**src/rtl/instr_queue_mw_if.sv**
```systemverilog
// ============================================================================
//  Module      : instr_queue_mw_if
//  Description : Bundle of signals between the fetch unit, the multi-wide
//                instruction queue and decode.
//                slave  modport : the queue itself
//                master modport : the fetch/decode side driving it
//  Revision    : 1.0 - initial release
// ============================================================================
`default_nettype none

interface instr_queue_mw_if #(
    parameter int INST_W     = 32,
    parameter int ADDR_WIDTH = 32,
    parameter int DEPTH      = 8,
    parameter int FETCH_W    = 2,
    parameter int ISSUE_W    = 2
);
    localparam int POP_W = $clog2(ISSUE_W + 1);
    localparam int CNT_W = $clog2(DEPTH + 1);

    logic                          flush_i;
    logic                          push_valid_i;
    logic                          push_ready_o;
    logic [FETCH_W*INST_W-1:0]     push_inst_i;
    logic [FETCH_W-1:0]            push_mask_i;
    logic [ADDR_WIDTH-1:0]         push_pc_i;
    logic                          push_excp_i;
    logic [POP_W-1:0]              pop_count_i;
    logic [ISSUE_W-1:0]            out_valid_o;
    logic [ISSUE_W*INST_W-1:0]     out_inst_o;
    logic [ISSUE_W*ADDR_WIDTH-1:0] out_pc_o;
    logic [ISSUE_W-1:0]            out_excp_o;
    logic [CNT_W-1:0]              count_o;

    modport slave (
        input  flush_i, push_valid_i, push_inst_i, push_mask_i, push_pc_i,
               push_excp_i, pop_count_i,
        output push_ready_o, out_valid_o, out_inst_o, out_pc_o, out_excp_o,
               count_o
    );

    modport master (
        output flush_i, push_valid_i, push_inst_i, push_mask_i, push_pc_i,
               push_excp_i, pop_count_i,
        input  push_ready_o, out_valid_o, out_inst_o, out_pc_o, out_excp_o,
               count_o
    );
endinterface

`default_nettype wire

```
**src/rtl/instr_queue_mw.sv**
```systemverilog
// ============================================================================
//  Module      : instr_queue_mw
//  Description : Multi-wide instruction queue between IFU and decode.
//                Accepts up to FETCH_W instructions per cycle, presents the
//                ISSUE_W oldest entries combinationally. Each entry holds
//                inst, PC and a misaligned-fetch exception flag. An accepted
//                exception group blocks further fetch until flush.
//  Ports       : clk   - clock
//                rst   - asynchronous active-high reset
//                q_if  - instr_queue_mw_if.slave (push group, pop count,
//                        head lanes, occupancy, flush)
//  Revision    : 1.0 - initial release
// ============================================================================
`default_nettype none

module instr_queue_mw #(
    parameter int INST_W     = 32,
    parameter int ADDR_WIDTH = 32,
    parameter int DEPTH      = 8,
    parameter int FETCH_W    = 2,
    parameter int ISSUE_W    = 2
) (
    input  logic               clk,
    input  logic               rst,
    instr_queue_mw_if.slave    q_if
);
    localparam int PTR_W = $clog2(DEPTH);
    localparam int CNT_W = $clog2(DEPTH + 1);

    localparam logic [0:0] S_RUN     = 1'b0;
    localparam logic [0:0] S_BLOCKED = 1'b1;

    logic [0:0]            state_q, state_d;
    logic [PTR_W-1:0]      rd_ptr_q, rd_ptr_d;
    logic [PTR_W-1:0]      wr_ptr_q, wr_ptr_d;
    logic [CNT_W-1:0]      count_q, count_d;

    logic [INST_W-1:0]     mem_inst_q [DEPTH];
    logic [ADDR_WIDTH-1:0] mem_pc_q   [DEPTH];
    logic                  mem_excp_q [DEPTH];

    logic                  w_push_ready;
    logic                  w_push_fire;
    logic [CNT_W-1:0]      w_mask_n;
    logic [CNT_W-1:0]      w_push_n;
    logic [CNT_W-1:0]      w_pop_req;
    logic [CNT_W-1:0]      w_pop_lim;
    logic [CNT_W-1:0]      w_pop_n;

    logic                  w_lane_we   [FETCH_W];
    logic [PTR_W-1:0]      w_wr_idx    [FETCH_W];
    logic [INST_W-1:0]     w_lane_inst [FETCH_W];
    logic [ADDR_WIDTH-1:0] w_lane_pc   [FETCH_W];
    logic [PTR_W-1:0]      w_rd_idx    [ISSUE_W];

    // ------------------------------------------------------------------
    // FSM: state register
    // ------------------------------------------------------------------
    always_ff @(posedge clk or posedge rst) begin
        if (rst) begin
            state_q <= S_RUN;
        end else begin
            state_q <= state_d;
        end
    end

    // FSM: next state. Flush always wins and returns to RUN.
    always_comb begin
        state_d = state_q;
        if (q_if.flush_i) begin
            state_d = S_RUN;
        end else if (state_q == S_RUN && w_push_fire && q_if.push_excp_i) begin
            state_d = S_BLOCKED;
        end
    end

    // FSM: outputs. Ready looks only at registered occupancy, so a pop in
    // the same cycle never makes room for a push.
    always_comb begin
        w_push_ready = (state_q == S_RUN) &&
                       ((CNT_W'(DEPTH) - count_q) >= CNT_W'(FETCH_W));
        q_if.push_ready_o = w_push_ready;
    end

    // ------------------------------------------------------------------
    // Push side
    // ------------------------------------------------------------------
    assign w_push_fire = q_if.push_valid_i && w_push_ready && !q_if.flush_i;

    always_comb begin
        w_mask_n = '0;
        for (int k = 0; k < FETCH_W; k++) begin
            w_mask_n = w_mask_n + CNT_W'(q_if.push_mask_i[k]);
        end
        // An exception group collapses to a single marker entry.
        if (!w_push_fire) begin
            w_push_n = '0;
        end else if (q_if.push_excp_i) begin
            w_push_n = CNT_W'(1);
        end else begin
            w_push_n = w_mask_n;
        end
    end

    // Mask is contiguous from lane 0, so lane k lands at wr_ptr + k.
    always_comb begin
        for (int k = 0; k < FETCH_W; k++) begin
            w_lane_we[k]   = w_push_fire &&
                             (q_if.push_excp_i ? (k == 0) : q_if.push_mask_i[k]);
            w_wr_idx[k]    = wr_ptr_q + PTR_W'(k);
            w_lane_inst[k] = q_if.push_excp_i ? '0 : q_if.push_inst_i[k*INST_W +: INST_W];
            w_lane_pc[k]   = q_if.push_pc_i + ADDR_WIDTH'(4 * k);
        end
    end

    // Storage needs no reset: every lane read is gated by count.
    always_ff @(posedge clk) begin
        for (int k = 0; k < FETCH_W; k++) begin
            if (w_lane_we[k]) begin
                mem_inst_q[w_wr_idx[k]] <= w_lane_inst[k];
                mem_pc_q[w_wr_idx[k]]   <= w_lane_pc[k];
                mem_excp_q[w_wr_idx[k]] <= q_if.push_excp_i;
            end
        end
    end

    // ------------------------------------------------------------------
    // Pop side: request clamped to the number of valid output lanes
    // ------------------------------------------------------------------
    always_comb begin
        w_pop_req = CNT_W'(q_if.pop_count_i);
        w_pop_lim = (count_q < CNT_W'(ISSUE_W)) ? count_q : CNT_W'(ISSUE_W);
        if (q_if.flush_i) begin
            w_pop_n = '0;
        end else if (w_pop_req > w_pop_lim) begin
            w_pop_n = w_pop_lim;
        end else begin
            w_pop_n = w_pop_req;
        end
    end

    // ------------------------------------------------------------------
    // Pointers and occupancy
    // ------------------------------------------------------------------
    always_comb begin
        rd_ptr_d = rd_ptr_q + PTR_W'(w_pop_n);
        wr_ptr_d = wr_ptr_q + PTR_W'(w_push_n);
        count_d  = count_q + w_push_n - w_pop_n;
        if (q_if.flush_i) begin
            rd_ptr_d = '0;
            wr_ptr_d = '0;
            count_d  = '0;
        end
    end

    always_ff @(posedge clk or posedge rst) begin
        if (rst) begin
            rd_ptr_q <= '0;
            wr_ptr_q <= '0;
            count_q  <= '0;
        end else begin
            rd_ptr_q <= rd_ptr_d;
            wr_ptr_q <= wr_ptr_d;
            count_q  <= count_d;
        end
    end

    // ------------------------------------------------------------------
    // Head lanes, zero read latency; lanes beyond occupancy drive 0
    // ------------------------------------------------------------------
    always_comb begin
        q_if.out_valid_o = '0;
        q_if.out_inst_o  = '0;
        q_if.out_pc_o    = '0;
        q_if.out_excp_o  = '0;
        for (int k = 0; k < ISSUE_W; k++) begin
            w_rd_idx[k] = rd_ptr_q + PTR_W'(k);
            if (CNT_W'(k) < count_q) begin
                q_if.out_valid_o[k]                        = 1'b1;
                q_if.out_inst_o[k*INST_W +: INST_W]        = mem_inst_q[w_rd_idx[k]];
                q_if.out_pc_o[k*ADDR_WIDTH +: ADDR_WIDTH]  = mem_pc_q[w_rd_idx[k]];
                q_if.out_excp_o[k]                         = mem_excp_q[w_rd_idx[k]];
            end
        end
    end

    assign q_if.count_o = count_q;

endmodule

`default_nettype wire

```
**src/flat_wrapper.sv**
```systemverilog
// flat-port wrapper written by rule: the top's interface ports become plain ports
module instr_queue_mw_flat 
#(
    parameter int INST_W     = 32,
    parameter int ADDR_WIDTH = 32,
    parameter int DEPTH      = 8,
    parameter int FETCH_W    = 2,
    parameter int ISSUE_W    = 2
)
  (clk, rst, q_if_flush_i, q_if_push_valid_i, q_if_push_inst_i, q_if_push_mask_i, q_if_push_pc_i, q_if_push_excp_i, q_if_pop_count_i, q_if_push_ready_o, q_if_out_valid_o, q_if_out_inst_o, q_if_out_pc_o, q_if_out_excp_o, q_if_count_o);
  instr_queue_mw_if #(.INST_W(INST_W), .ADDR_WIDTH(ADDR_WIDTH), .DEPTH(DEPTH), .FETCH_W(FETCH_W), .ISSUE_W(ISSUE_W)) q_if_i ();
  input  logic clk;
  input  logic rst;
  input wire logic [$bits(q_if_i.flush_i)-1:0] q_if_flush_i;
  input wire logic [$bits(q_if_i.push_valid_i)-1:0] q_if_push_valid_i;
  input wire logic [$bits(q_if_i.push_inst_i)-1:0] q_if_push_inst_i;
  input wire logic [$bits(q_if_i.push_mask_i)-1:0] q_if_push_mask_i;
  input wire logic [$bits(q_if_i.push_pc_i)-1:0] q_if_push_pc_i;
  input wire logic [$bits(q_if_i.push_excp_i)-1:0] q_if_push_excp_i;
  input wire logic [$bits(q_if_i.pop_count_i)-1:0] q_if_pop_count_i;
  output wire logic [$bits(q_if_i.push_ready_o)-1:0] q_if_push_ready_o;
  output wire logic [$bits(q_if_i.out_valid_o)-1:0] q_if_out_valid_o;
  output wire logic [$bits(q_if_i.out_inst_o)-1:0] q_if_out_inst_o;
  output wire logic [$bits(q_if_i.out_pc_o)-1:0] q_if_out_pc_o;
  output wire logic [$bits(q_if_i.out_excp_o)-1:0] q_if_out_excp_o;
  output wire logic [$bits(q_if_i.count_o)-1:0] q_if_count_o;
  assign q_if_i.flush_i = q_if_flush_i;
  assign q_if_i.push_valid_i = q_if_push_valid_i;
  assign q_if_i.push_inst_i = q_if_push_inst_i;
  assign q_if_i.push_mask_i = q_if_push_mask_i;
  assign q_if_i.push_pc_i = q_if_push_pc_i;
  assign q_if_i.push_excp_i = q_if_push_excp_i;
  assign q_if_i.pop_count_i = q_if_pop_count_i;
  assign q_if_push_ready_o = q_if_i.push_ready_o;
  assign q_if_out_valid_o = q_if_i.out_valid_o;
  assign q_if_out_inst_o = q_if_i.out_inst_o;
  assign q_if_out_pc_o = q_if_i.out_pc_o;
  assign q_if_out_excp_o = q_if_i.out_excp_o;
  assign q_if_count_o = q_if_i.count_o;
  instr_queue_mw #(.INST_W(INST_W), .ADDR_WIDTH(ADDR_WIDTH), .DEPTH(DEPTH), .FETCH_W(FETCH_W), .ISSUE_W(ISSUE_W)) u_core (.clk(clk), .rst(rst), .q_if(q_if_i));
endmodule
```
**config.mk**
```make
export PLATFORM = sky130hd
export DESIGN_NAME = instr_queue_mw_flat
export DESIGN_NICKNAME = d
export VERILOG_FILES = /design/src/rtl/instr_queue_mw_if.sv /design/src/rtl/instr_queue_mw.sv /design/src/flat_wrapper.sv
export SDC_FILE = /design/constraint.sdc
export NUM_CORES = 1
export LEC_CHECK = 0
export ABC_AREA = 1
export CAP_MARGIN = 20
export CELL_PAD_IN_SITES_DETAIL_PLACEMENT = 0
export CELL_PAD_IN_SITES_GLOBAL_PLACEMENT = 1
export CORE_ASPECT_RATIO = 1.5
export CORE_MARGIN = 2
export CORE_UTILIZATION = 45
export CTS_BUF_LIST = sky130_fd_sc_hd__clkbuf_8
export CTS_CLUSTER_DIAMETER = 60
export DETAILED_ROUTE_END_ITERATION = 7
export PLACE_DENSITY = 0.9
export SLEW_MARGIN = 25
export SYNTH_ARGS = -nofsm -noshare
export SYNTH_HDL_FRONTEND = slang
export SYNTH_SLANG_ARGS = --single-unit
```
**constraint.sdc**
```tcl
create_clock -name clk -period 4.5 [get_ports clk]
set_input_delay 1.35 -clock clk [delete_from_list [all_inputs] [get_ports clk]]
set_output_delay 1.35 -clock clk [all_outputs]
set_load 0.005 [all_outputs]
```
==> out/metrics.cfg <==
[worst_setup_path]
crit_chain=buf_8 -> buf_16 -> clkinv_4 -> bufbuf_16 -> a21oi_1 -> nor2_1 -> clkdlybuf4s50_1
cp_top_family=buffers and inverters
r2r_slack_ns=0.55
critPathKind=flip-flop to output pin
cp_slowest_cell=clkdlybuf4s50_1
crit_buf_inv=5
end_kind=output pin
reg2reg_depth=17
crit_path_start_kind=flip-flop
arrival_ns=3.12
slowest_delay_ns=0.60
cp.required_ns=3.15
rr_startpoint=u_core.q_if.count_o[2]
r2r-end=u_core.q_if.count_o[3]
worst-path-max-fanout=41

[drt]
vias=35620
drc=0
vias_per_cell=6.151
maxUsedRoutingLayer=met5
met2_length_um=69160
postRouteWirelength_um=145600
first_pass_iters=6
wl_per_cell_um=25.14
drtAntennaViolNets=0
met1_length_um=49750
wl_met3_um=16150
drt-initial-drc-count=4581

[yosys]
synthCells=4627
ys_types=35
synth_edf_count=520
synth_area_leaders=edfxtp_1 46%, nand2_1 13%, o21ai_0 11%
ys.flop_type=edfxtp_1
async_flop_share=0.02072
synth_area_um2=34210
syn_nets=4751
yosysWarningCount=0
yosysTopAreaCell=edfxtp_1
seq_area_frac_synth=0.4646
ys_ff_latch=531
avgSynthCellArea_um2=7.393
synth_top_area_frac=0.4565

[sta]
maxSlewHeadroom=0.2030
layout_min_cycle_time_ns=4.468
worst_pin_slew_ns=1.196
fmax_mhz=223.8
skew_ns=0.02553
setup_violations=0
rsz0062_at_grt=yes
timing.final.hold_violations=0
whs_ns=0.5921
finalCritPeriodShare=0.9929
slew_viol_final=0

[clocking]
h-tree-depth=3
cts_made_buffers=85
clk_pin_slew_ns=0.06
root_buffer=clkbuf_8
clk_latency_ns=0.73
cts_tree=done
clockBufferDepth=3
cts.sinks=531

[layout]
final_common_cell=nand2_1
area_growth_pct=18.46
fin_nets=4850
fillers=7116
final_cell_mix=1,155 x nand2_1, 733 x o21ai_0, 520 x edfxtp_1, 506 x nor2_1, 501 x nand3_1
finalNonFillerCells=5791
drive_above_1_share=0.07729

[placed_design]
port_buffers=241
gp_congestion=0.9293
dpl.hpwl_um=79100
placed_cells=5607

[power]
total_power_mw=25.27
power.leakage_nw=16.70
powerDensity_nw_per_um2=623.6
ir_worst_vdd_uv=373.9

[floorplanning]
ioPinCount=242
die_area_um2=78280
core_um2=75100
fp-row-count=123
dieHeight_um=341.7
start_util=0.4555
die_w_um=229.1

[global_route]
grt_max_degree=175
first_global_vias=33310
grt-ovfl-total=0
antenna_found_initial=4
grt_pass1_wl_um=207500
grtUsageTotal=0.3519

[job]
maxCapViolCount=0

[hold_path]
hold_class=flip-flop to flip-flop
min_from=u_core.state_q
holdPathEnd=u_core.state_q
holdPathStages=2

[status]
status=finished, final reports clean

## worst max path at each step
stage / slack (ns) / start / cells after the start / end
after global placement: 0.19 / q_if_pop_count_i[0] / 13 / u_core.q_if.count_o[3]
after global routing: -0.07 / u_core.rd_ptr_q[1] / 10 / q_if_out_inst_o[52]
after detailed placement: 0.20 / q_if_pop_count_i[0] / 13 / u_core.q_if.count_o[3]
after floorplan: 0.49 / q_if_flush_i / 6 / u_core.mem_excp_q[7]
after CTS: -0.03 / u_core.rd_ptr_q[0] / 9 / q_if_out_inst_o[18]
final: 0.03 / u_core.rd_ptr_q[1] / 7 / q_if_out_pc_o[19]
## cell usage after synthesis (12+ instances only)
library cell / number
edfxtp_1: 520
nand2_1: 1165
nand3_1: 501
ha_1: 15
buf_4: 20
a31oi_1: 65
buf_2: 94
a21oi_1: 267
nand3b_1: 12
inv_1: 233
nor2_1: 514
o21ai_1: 112
clkbuf_1: 256
buf_1: 36
o21ai_0: 737
## metrics by stage
stage	utilization	area, µm²	setup TNS, ns	setup slack (ns)
finish	0.5395	40520	0	0.03196
global route	0.5394	40510	-0.08888	-0.06543
CTS	0.5354	40210	-0.02615	-0.02615
detailed placement	0.5063	38030	0	0.2009
global placement	0.5063	38020	0	0.1930
floorplan	-	34210	0	0.4884
## sequential cells by signal (all words and copies together) (netlist names)
register	flops
u_core.state_q	1
u_core.q_if.count_o	4
u_core.rd_ptr_q	3
u_core.mem_excp_q	8
u_core.wr_ptr_q	3
u_core.mem_pc_q	256
u_core.mem_inst_q	256
## worst reg2reg max path: stages (launching register included)
cell and delay (ns):
dfrtp_1 0.47, inv_2 0.08, ha_1 0.26, nand2_4 0.33, buf_12 0.25, inv_1 0.09, ha_1 0.30, a21oi_1 0.07
a211oi_1 0.38, nor2_1 0.08, nor2_1 0.20, fa_1 0.45, inv_1 0.12, ha_1 0.24, a21o_1 0.15, a21oi_1 0.16
o21ai_0 0.11, a21oi_1 0.13
## repair_timing
item | CTS | global route
buffers inserted | 8 | 3
setup endpoints to repair | 100 | 55
resized for setup | 110 | 40
hold buffers | 0 | 0
cloned | 10 | 11
pin swaps | 12 | 9
## final cells by class
| cell class | count | area, µm² | share of cell area |
|---|---|---|---|
| diodes | 4 | 10.01 | 0.0002470 |
| clock buffers | 88 | 1211 | 0.02989 |
| clock inverters | 60 | 280.3 | 0.006917 |
| inverters | 239 | 943.4 | 0.02328 |
| multi-input cells | 3450 | 16020 | 0.3953 |
| flip-flops and latches | 531 | 15900 | 0.3924 |
| well taps | 1000 | 1251 | 0.03088 |
| repair buffers | 416 | 4875 | 0.1203 |
| repair inverters | 3 | 33.78 | 0.0008337 |
## power breakdown
part	switching [mW]	internal [mW]
clock network	2.08	1.86
logic	9.64	5.95
registers	0.0956	5.65
## logic make-up after synthesis
family | after synthesis | share of synthesized area
DFF | 531 | 0.4646
buffers and inverters | 646 | 0.07674
adders and majority gates | 19 | 0.007828
AOI/OAI and AO/OA | 1184 | 0.1758
and+or+nand+nor | 2229 | 0.2691
xor gates and xnor gates | 18 | 0.005926
## per-layer routing
metal / global-route usage / vias to the layer above
met1: 0.4180 / 16540
met2: 0.5908 / 2542
met3: 0.05358 / 648
li1: - / 15890
met5: 0 / -
met4: 0.2367 / 4
Note: power is estimated with default switching activity, not from simulation.
